--- src/rtl/mmc5_pkg.sv ---
// Shared definitions for the MMC5 PPU snoop and the mapper that consumes ppuflags.
// The mapper unpacks ppuflags with ppu_flags_t or the bit positions below.
package mmc5_pkg;

  localparam logic [8:0] LAST_DOT        = 9'd340;
  localparam logic [8:0] PRERENDER_LINE  = 9'd261;
  localparam logic [8:0] POSTRENDER_LINE = 9'd240;
  localparam logic [8:0] SCANLINE_PRE    = 9'h1FF;

  localparam int FLAG_IN_FRAME     = 0;
  localparam int FLAG_SPRITE16     = 1;
  localparam int FLAG_CYCLE_LSB    = 2;
  localparam int FLAG_CYCLE_MSB    = 10;
  localparam int FLAG_SCANLINE_LSB = 11;
  localparam int FLAG_SCANLINE_MSB = 19;

  typedef struct packed {
    logic [8:0] scanline;
    logic [8:0] cycle;
    logic       sprite16;
    logic       in_frame;
  } ppu_flags_t;

  function automatic ppu_flags_t unpack_flags(input logic [19:0] raw);
    return ppu_flags_t'(raw);
  endfunction

endpackage

--- src/rtl/mmc5_nt_match.sv ---
// Detects three identical consecutive nametable fetches, which the PPU issues
// only at the end of each rendered scanline.
module mmc5_nt_match (
  input  logic        clk,
  input  logic        reset,
  input  logic        ce,
  input  logic        chr_read,
  input  logic [13:0] chr_ain,
  output logic        detect
);

  logic [13:0] last_addr_q, last_addr_d;
  logic [1:0]  match_cnt_q, match_cnt_d;
  logic        is_nt;

  assign is_nt = (chr_ain[13:12] == 2'b10);

  // match_cnt counts repeats after the first fetch of an address, so the
  // third identical fetch arrives with one repeat already recorded.
  always_comb begin
    last_addr_d = last_addr_q;
    match_cnt_d = match_cnt_q;
    detect      = 1'b0;
    if (ce && chr_read) begin
      if (is_nt && (chr_ain == last_addr_q)) begin
        if (match_cnt_q == 2'd1) begin
          detect      = 1'b1;
          match_cnt_d = 2'd0;
        end else begin
          match_cnt_d = match_cnt_q + 2'd1;
        end
      end else begin
        last_addr_d = chr_ain;
        match_cnt_d = 2'd0;
      end
    end
  end

  always_ff @(posedge clk or posedge reset) begin
    if (reset) begin
      last_addr_q <= '0;
      match_cnt_q <= '0;
    end else begin
      last_addr_q <= last_addr_d;
      match_cnt_q <= match_cnt_d;
    end
  end

endmodule

--- src/rtl/mmc5_ppu_snoop.sv ---
// Reconstructs PPU scanline/dot timing from CHR-bus reads and CPU writes to
// $2000/$2001, producing the packed ppuflags vector for the MMC5 mapper.
module mmc5_ppu_snoop
  import mmc5_pkg::*;
#(
  parameter int IDLE_DOTS  = 4,
  parameter int DETECT_DOT = 2
) (
  input  logic        clk,
  input  logic        reset,
  input  logic        ce,
  input  logic [13:0] chr_ain,
  input  logic        chr_read,
  input  logic [15:0] prg_ain,
  input  logic        prg_write,
  input  logic [7:0]  prg_din,
  output logic [19:0] ppuflags,
  output logic        scanline_tick
);

  localparam int              IW       = $clog2(IDLE_DOTS + 1);
  localparam logic [IW-1:0]   IDLE_MAX = IW'(IDLE_DOTS);
  localparam logic [8:0]      DET_DOT  = 9'(DETECT_DOT);

  logic          in_frame_q, in_frame_d;
  logic          sprite16_q, sprite16_d;
  logic [8:0]    cycle_q, cycle_d;
  logic [8:0]    scanline_q, scanline_d;
  logic          tick_q, tick_d;
  logic [IW-1:0] idle_q, idle_d;

  logic       detect;
  logic       reg_wr;
  logic       ctrl_wr;
  logic       render_off_wr;
  logic       wrap;
  logic       timeout;
  ppu_flags_t flags;
  logic       unused_bits;

  mmc5_nt_match u_nt_match (
    .clk      (clk),
    .reset    (reset),
    .ce       (ce),
    .chr_read (chr_read),
    .chr_ain  (chr_ain),
    .detect   (detect)
  );

  assign reg_wr        = ce && prg_write && (prg_ain[15:13] == 3'b001);
  assign ctrl_wr       = reg_wr && (prg_ain[2:0] == 3'd0);
  assign render_off_wr = reg_wr && (prg_ain[2:0] == 3'd1) && (prg_din[4:3] == 2'b00);
  assign unused_bits   = ^{prg_ain[12:3], prg_din[7:6], prg_din[2:0]};

  // Priority: rendering-off write > detect > idle timeout > dot-340 wrap.
  always_comb begin
    in_frame_d = in_frame_q;
    sprite16_d = sprite16_q;
    cycle_d    = cycle_q;
    scanline_d = scanline_q;
    tick_d     = 1'b0;
    idle_d     = idle_q;
    wrap       = 1'b0;
    timeout    = 1'b0;

    if (ce) begin
      if (chr_read) begin
        idle_d = '0;
      end else if (idle_q != IDLE_MAX) begin
        idle_d = idle_q + 1'b1;
      end
      timeout = !chr_read && (idle_d == IDLE_MAX) && in_frame_q;

      if (detect) begin
        cycle_d = DET_DOT;
      end else if (cycle_q == LAST_DOT) begin
        cycle_d = 9'd0;
        wrap    = 1'b1;
      end else begin
        cycle_d = cycle_q + 9'd1;
      end

      if (detect) begin
        tick_d = 1'b1;
        if (!in_frame_q) begin
          in_frame_d = 1'b1;
          scanline_d = 9'd0;
        end else begin
          scanline_d = scanline_q + 9'd1;
        end
      end else if (timeout) begin
        in_frame_d = 1'b0;
        scanline_d = POSTRENDER_LINE;
      end else if (wrap && !in_frame_q) begin
        // Bit 8 of the pre-render value flags that line to the mapper.
        if (scanline_q == PRERENDER_LINE) begin
          scanline_d = SCANLINE_PRE;
        end else if ((scanline_q >= POSTRENDER_LINE) && (scanline_q < PRERENDER_LINE)) begin
          scanline_d = scanline_q + 9'd1;
        end
      end

      if (render_off_wr) begin
        in_frame_d = 1'b0;
        scanline_d = POSTRENDER_LINE;
        tick_d     = 1'b0;
      end
      if (ctrl_wr) begin
        sprite16_d = prg_din[5];
      end
    end
  end

  always_ff @(posedge clk or posedge reset) begin
    if (reset) begin
      in_frame_q <= 1'b0;
      sprite16_q <= 1'b0;
      cycle_q    <= '0;
      scanline_q <= '0;
      tick_q     <= 1'b0;
      idle_q     <= '0;
    end else begin
      in_frame_q <= in_frame_d;
      sprite16_q <= sprite16_d;
      cycle_q    <= cycle_d;
      scanline_q <= scanline_d;
      tick_q     <= tick_d;
      idle_q     <= idle_d;
    end
  end

  always_comb begin
    flags          = '0;
    flags.scanline = scanline_q;
    flags.cycle    = cycle_q;
    flags.sprite16 = sprite16_q;
    flags.in_frame = in_frame_q;
  end

  assign ppuflags      = flags;
  assign scanline_tick = tick_q;

endmodule

--- config.mk ---
export PLATFORM = sky130hd
export DESIGN_NAME = mmc5_ppu_snoop
export DESIGN_NICKNAME = d
export VERILOG_FILES = /design/src/rtl/mmc5_pkg.sv /design/src/rtl/mmc5_nt_match.sv /design/src/rtl/mmc5_ppu_snoop.sv
export SDC_FILE = /design/constraint.sdc
export NUM_CORES = 1
export LEC_CHECK = 0
export CAP_MARGIN = 20
export CORE_ASPECT_RATIO = 1.25
export CORE_MARGIN = 4
export CORE_UTILIZATION = 45
export CTS_BUF_LIST = sky130_fd_sc_hd__clkbuf_8
export DETAILED_ROUTE_END_ITERATION = 10
export DONT_BUFFER_PORTS = 1
export SYNTH_ARGS = -nofsm -noshare
export SYNTH_HDL_FRONTEND = slang
export SYNTH_SLANG_ARGS = --single-unit
--- constraint.sdc ---
create_clock -name clk -period 2.98 [get_ports clk]
set_input_delay 0.894 -clock clk [delete_from_list [all_inputs] [get_ports clk]]
set_output_delay 0.894 -clock clk [all_outputs]
set_load 0.02 [all_outputs]
# Word level (Yosys, flattened, before mapping)
# Cells that the tools add are included.
[word_totals]
out_inout_bits = 21
in_bits = 43
register_bits = 40
word_cells = 72
[classes]
n_reduce_logical = 22
magnitude_cmp = 2
mux = 26
n_bitwise = 1
add_sub_neg = 4
n_eq_ne = 9
[ops]
columns = ["operator", "n"]
rows = [
  ["9-bit 2-to-1 mux", 9],
  ["9-bit by 1-bit adder with 9-bit output (second input constant)", 2],
  ["9-bit equality test (second input constant)", 2],
  ["14-bit equality test", 1],
  ["1-bit 2-to-1 mux", 12],
  ["1-bit logical AND", 11],
  ["9-bit by 8-bit >= comparator with 1-bit output (second input constant)", 1],
  ["9-bit < comparator (second input constant)", 1],
  ["3-bit 2-to-1 mux", 3],
  ["3-bit by 1-bit equality test with 1-bit output (second input constant)", 2],
  ["2-bit AND reduction", 3],
  ["5-bit nonzero test", 1],
  ["2-bit 2-to-1 mux", 2],
  ["4-bit nonzero test", 1],
  ["3-bit by 1-bit adder with 3-bit output (second input constant)", 1],
  ["3-bit equality test (second input constant)", 1],
  ["3-bit zero test", 1],
  ["3-bit inequality test (second input constant)", 1],
  ["3-bit AND reduction", 1],
  ["3-bit nonzero test", 1],
  ["2-bit by 1-bit adder with 2-bit output (second input constant)", 1],
  ["2-bit by 1-bit equality test with 1-bit output (second input constant)", 1],
  ["2-bit equality test (second input constant)", 1],
  ["1-bit zero test", 2],
  ["other kinds (2)", 2],
]

# Logic depth before layout (Yosys ltp)
[depth]
word_depth = 11
mapped_depth = 9
ltp_nobuf = 8

# Hierarchy
# A second synthesis with hierarchy kept.
[unflattened]
hier_cells = 238
hier_area_um2 = 2442.3
[by_module_without_submodules]
columns = ["module", "n_inst", "seq_area_each_um2", "area_each_um2", "cells_per_inst"]
rows = [
  ["mmc5_ppu_snoop", 1, 600.6, 1592.8, 173],
  ["mmc5_nt_match", 1, 400.4, 849.6, 65],
]

# Worst setup path after synthesis
# No wires, ideal clock.
[synth_path]
path_type = "input to register"
start = "input port chr_ain[10]"
end = "register scanline_q[8]"
setup_time_ns = 0.065
arrival_time_ns = 2.661
cell_stages = 6
path_buffers = 0
slack_ns = 0.254
required_ns = 2.915
path_cell_list = "xor2_1 or3_4 nor4_4 mux2_4 a2111oi_0 a211o_1"
[synth_between]
elab_chain_len = 9
elab_cells_between_ends = 12
cone_classes = "eq/ne: 1; mux: 6; reduce/logical: 5"
[synth_rtl]
columns = ["element", "line_no", "source"]
rows = [
  ["from (decl)", "mmc5_ppu_snoop.sv:12", "input logic [13:0] chr_ain,"],
  ["14-bit equality test (*)", "mmc5_nt_match.sv:25", "if (is_nt && (chr_ain == last_addr_q)) begin"],
  ["1-bit logical AND (*)", "mmc5_nt_match.sv:25", ""],
  ["1-bit 2-to-1 mux (*)", "mmc5_nt_match.sv:25", ""],
  ["1-bit 2-to-1 mux (*)", "mmc5_nt_match.sv:24", "if (ce && chr_read) begin"],
  ["1-bit 2-to-1 mux", "mmc5_ppu_snoop.sv:74", "if (detect) begin"],
  ["1-bit 2-to-1 mux", "mmc5_ppu_snoop.sv:66", "if (ce) begin"],
  ["1-bit logical AND", "mmc5_ppu_snoop.sv:94", "end else if (wrap && !in_frame_q) begin"],
  ["4-bit nonzero test (no source line)", "n/a", ""],
  ["3-bit AND reduction (no source line)", "n/a", ""],
  ["to (signal assigned)", "mmc5_ppu_snoop.sv:126", "scanline_q <= scanline_d;"],
  ["to (decl)", "mmc5_ppu_snoop.sv:28", "logic [8:0] scanline_q, scanline_d;"],
]
# Every way passes the cells marked *; elsewhere a longest branch is shown, timed or not. The select of a mux whose other input is x is not followed.
# A chain may end at the register's enable or synchronous reset.

# Worst setup path in the final report
# Same ends and word-level chain as after synthesis.

==> reports/metrics.yaml <==
run_status: "completed"
ctsLongestPathBuffers: 2
critical_path_class: "in -> reg"
setup_viol: 0
clkPwrFrac_pct: 28.9
synth_top_area_share_pct: 42.6
grt_max_degree: 41
fin_setup_tns_ps: 0
die_area_um2: 6450
critical_path.startpoint_type: "primary input"
synth-warning-count: 0
ys.flop_type: "dfrtp_1"
drt_drc_violations_left: 0
post-route-period-util_pct: 86.5
slowest_stage: "a2111oi_0"
rsz0062_at_grt: "false"
dr.pass1.iters: 4
ioPinCount: 64
post_drt_wl_per_cell_um: 16.0
ant_nets: 0
min_path_type: "reg -> reg"
max_stage_delay_ps: 420
viasPerCell: 5.68
insertion_delay_ps: 290
clock-root-buffer: "clkbuf_8"
ir_worst_vdd_mv: 0.320
maxCapViolations: 0
yosysMostFrequentCell: "dfrtp_1"
synth_area_leaders: "dfrtp_1 43%, mux2_2 7.2%, xnor2_1 4.8%"
postSynthAreaPerCell_um2: 10.4
busiest_layer: "met2"
syn_nets: 277
cts_setup_buffers: 0
holdBufCountCts: 0
cts_tree: "done"
grt_pass1_vias: 1683
core_area_um2: 5080
gp_congestion: 0.749
dp_hpwl_um: 3390
cp.arrival_ps: 2810
nets: 280
worstSetupEndpointType: "flop"
relSlewSlack_pct: 64.6
crit_fanout: 7
path_clk_slew_ps: 80
worst_slew_pin_slew_ps: 531
switchingPower_w: 0.000378
routed_wl_um: 4690
fmax_mhz: 388
area_growth_pct: 5.91
seq_power_share_pct: 53.8
cts_resized: 0
ys_ff_latch: 40
pwr_density_cell_nw_per_um2: 512
antenna_found_initial: 0
design_area_um2: 2490
switching_share_pct: 29.6
cp.required_ps: 3210
synth_commonest_cells: "40 x dfrtp_1, 15 x inv_1, 15 x mux2_2, 15 x nand2_1, 13 x xnor2_1"
cts_made_buffers: 5
yosysSeqAreaShare_pct: 42.6
antenna_cells: 0
fillCellCount: 488
grtUsageMet1_pct: 18.0
power.leakage_nw: 1.07
intPower_w: 0.000897
yosysTopAreaCell: "dfrtp_1"
synth_cell_types: 56
grt_usage_pct: 15.5
path_cells: "xor2_1 > or3_4 > nor4_4 > buf_4 > mux2_4 > a2111oi_0 > a211o_1"
met3_usage_pct: 5.00
dpl_cell_area_um2: 2400
synth_cells: 227
initial_core_util_pct: 46.3
grt_first_pass_wirelength_um: 7800
synth-edff-count: 0
slew_viol_final: 0
clock_skew_ps: 7.60
cts.sinks: 40
ctsHtreeMaxLevel: 2
hold_viol_final: 0
syn_area_um2: 2350
async_flop_share_pct: 100
die_h_um: 88.8
dieWidth_um: 72.7
power_w: 0.00128
comb_power_share_pct: 17.4
routed-via-count: 1665
port_buffers: 0
overflow: 0
drive_gt1_share_pct: 15.2
use_met2_pct: 26.7
drtIter0Drc: 97
row_count: 29
fin_crit_ps: 2580
worst paths after layout:
check | to | cells past startpoint | from | slack (ps)
worst max register to register | scanline_q[8]$_DFFE_PP0P_ | 8 | cycle_q[0]$_DFFE_PP0P_ | 500
worst max-delay path | scanline_q[8]$_DFFE_PP0P_ | 7 | chr_ain[10] | 400
max in group asynchronous | sprite16_q$_DFFE_PP0P_ | 2 | reset | 2000
worst min-delay path | u_nt_match.match_cnt_q[1]$_DFFE_PP0P_ | 1 | u_nt_match.match_cnt_q[1]$_DFFE_PP0P_ | 480
min in group asynchronous | cycle_q[4]$_DFFE_PP0P_ | 2 | reset | 620
worst min register to register | u_nt_match.match_cnt_q[1]$_DFFE_PP0P_ | 1 | u_nt_match.match_cnt_q[1]$_DFFE_PP0P_ | 480
metal layers:
layer  routed length [um]  up-vias
met5                    0        -
met4                   35        0
met3                  267        2
met2                 2470       32
met1                 1920      805
li1                     -      826
registers in the layout, indices dropped and copies added (netlist names):
| name | cells |
|---|---|
| u_nt_match.last_addr_q | 14 |
| cycle_q | 9 |
| scanline_q | 9 |
| idle_q | 3 |
| u_nt_match.match_cnt_q | 2 |
| in_frame_q | 1 |
| scanline_tick | 1 |
| sprite16_q | 1 |
worst max-delay path: cells and delay by family:
family / cells / cell delay, ps
compound gates: 2 / 580
xor+xnor: 1 / 140
buf+inv: 1 / 190
mux: 1 / 340
simple gates: 2 / 660
power groups by stage:
| stage | clock (W) | sequential [W] | combinational [W] |
|---|---|---|---|
| 5_1_grt | 0.000409 | 0.000695 | 0.000252 |
| 3_5_place_dp | 0 | 0.000697 | 0.000224 |
| 2_1_floorplan | 0 | 0.000694 | 0.000179 |
| 4_1_cts | 0.000382 | 0.000686 | 0.000226 |
| 3_3_place_gp | 0 | 0.000694 | 0.000219 |
| 6_report | 0.000368 | 0.000685 | 0.000221 |
through the flow:
| step | instances | setup WS, ps | hold slack (ps) | util (%) |
|---|---|---|---|---|
| after detailed placement | 285 | 98.9 | 466 | 47.2 |
| after floorplan | 227 | 254 | 448 | - |
| final | 293 | 401 | 483 | 49.0 |
| after global routing | 293 | 326 | 518 | 49.0 |
| after CTS | 293 | 392 | 484 | 49.0 |
| after global placement | 285 | 184 | 460 | 47.2 |
area by class of cell:
type	count	area (um2)	area share [%]
multi-input combinational	162	1220	49.0
sequential	40	1000	40.2
clock buffer	6	82.6	3.32
tap	62	77.6	3.12
inverter	15	56.3	2.26
timing repair buffer	6	45.0	1.81
clock inverter	2	7.51	0.302
cells by family after synthesis:
| logic type | count (synthesis) | synth area share, % |
|---|---|---|
| AOI/OAI and AO/OA | 49 | 15.0 |
| DFF | 40 | 42.6 |
| muxes | 19 | 9.10 |
| adders and majority gates | 7 | 3.73 |
| and+or+nand+nor | 71 | 18.1 |
| xor gates and xnor gates | 16 | 5.96 |
| buffers and inverters | 25 | 5.53 |
layout by cell type, fill, tap and decap left out, drive strengths merged, types with 2 or more instances in the layout:
master and instances:
nand4b 2, nor2 11, nand3 5, a22oi 4, nand4 6, o2bb2ai 2
a21o 4, mux2 16, ha 7, o21a 3, buf 6, a31oi 3
o21ai 7, clkbuf 6, o22a 5, nand3b 5, a21oi 5, and2 2
nor3 2, mux2i 3, inv 17, nor4 3, xnor2 13, dfrtp 40
xor2 3, nand2b 4, a221o 2, nor3b 4, nand2 15, o22ai 5
and3 6
Power figures use the tool's default switching activity.
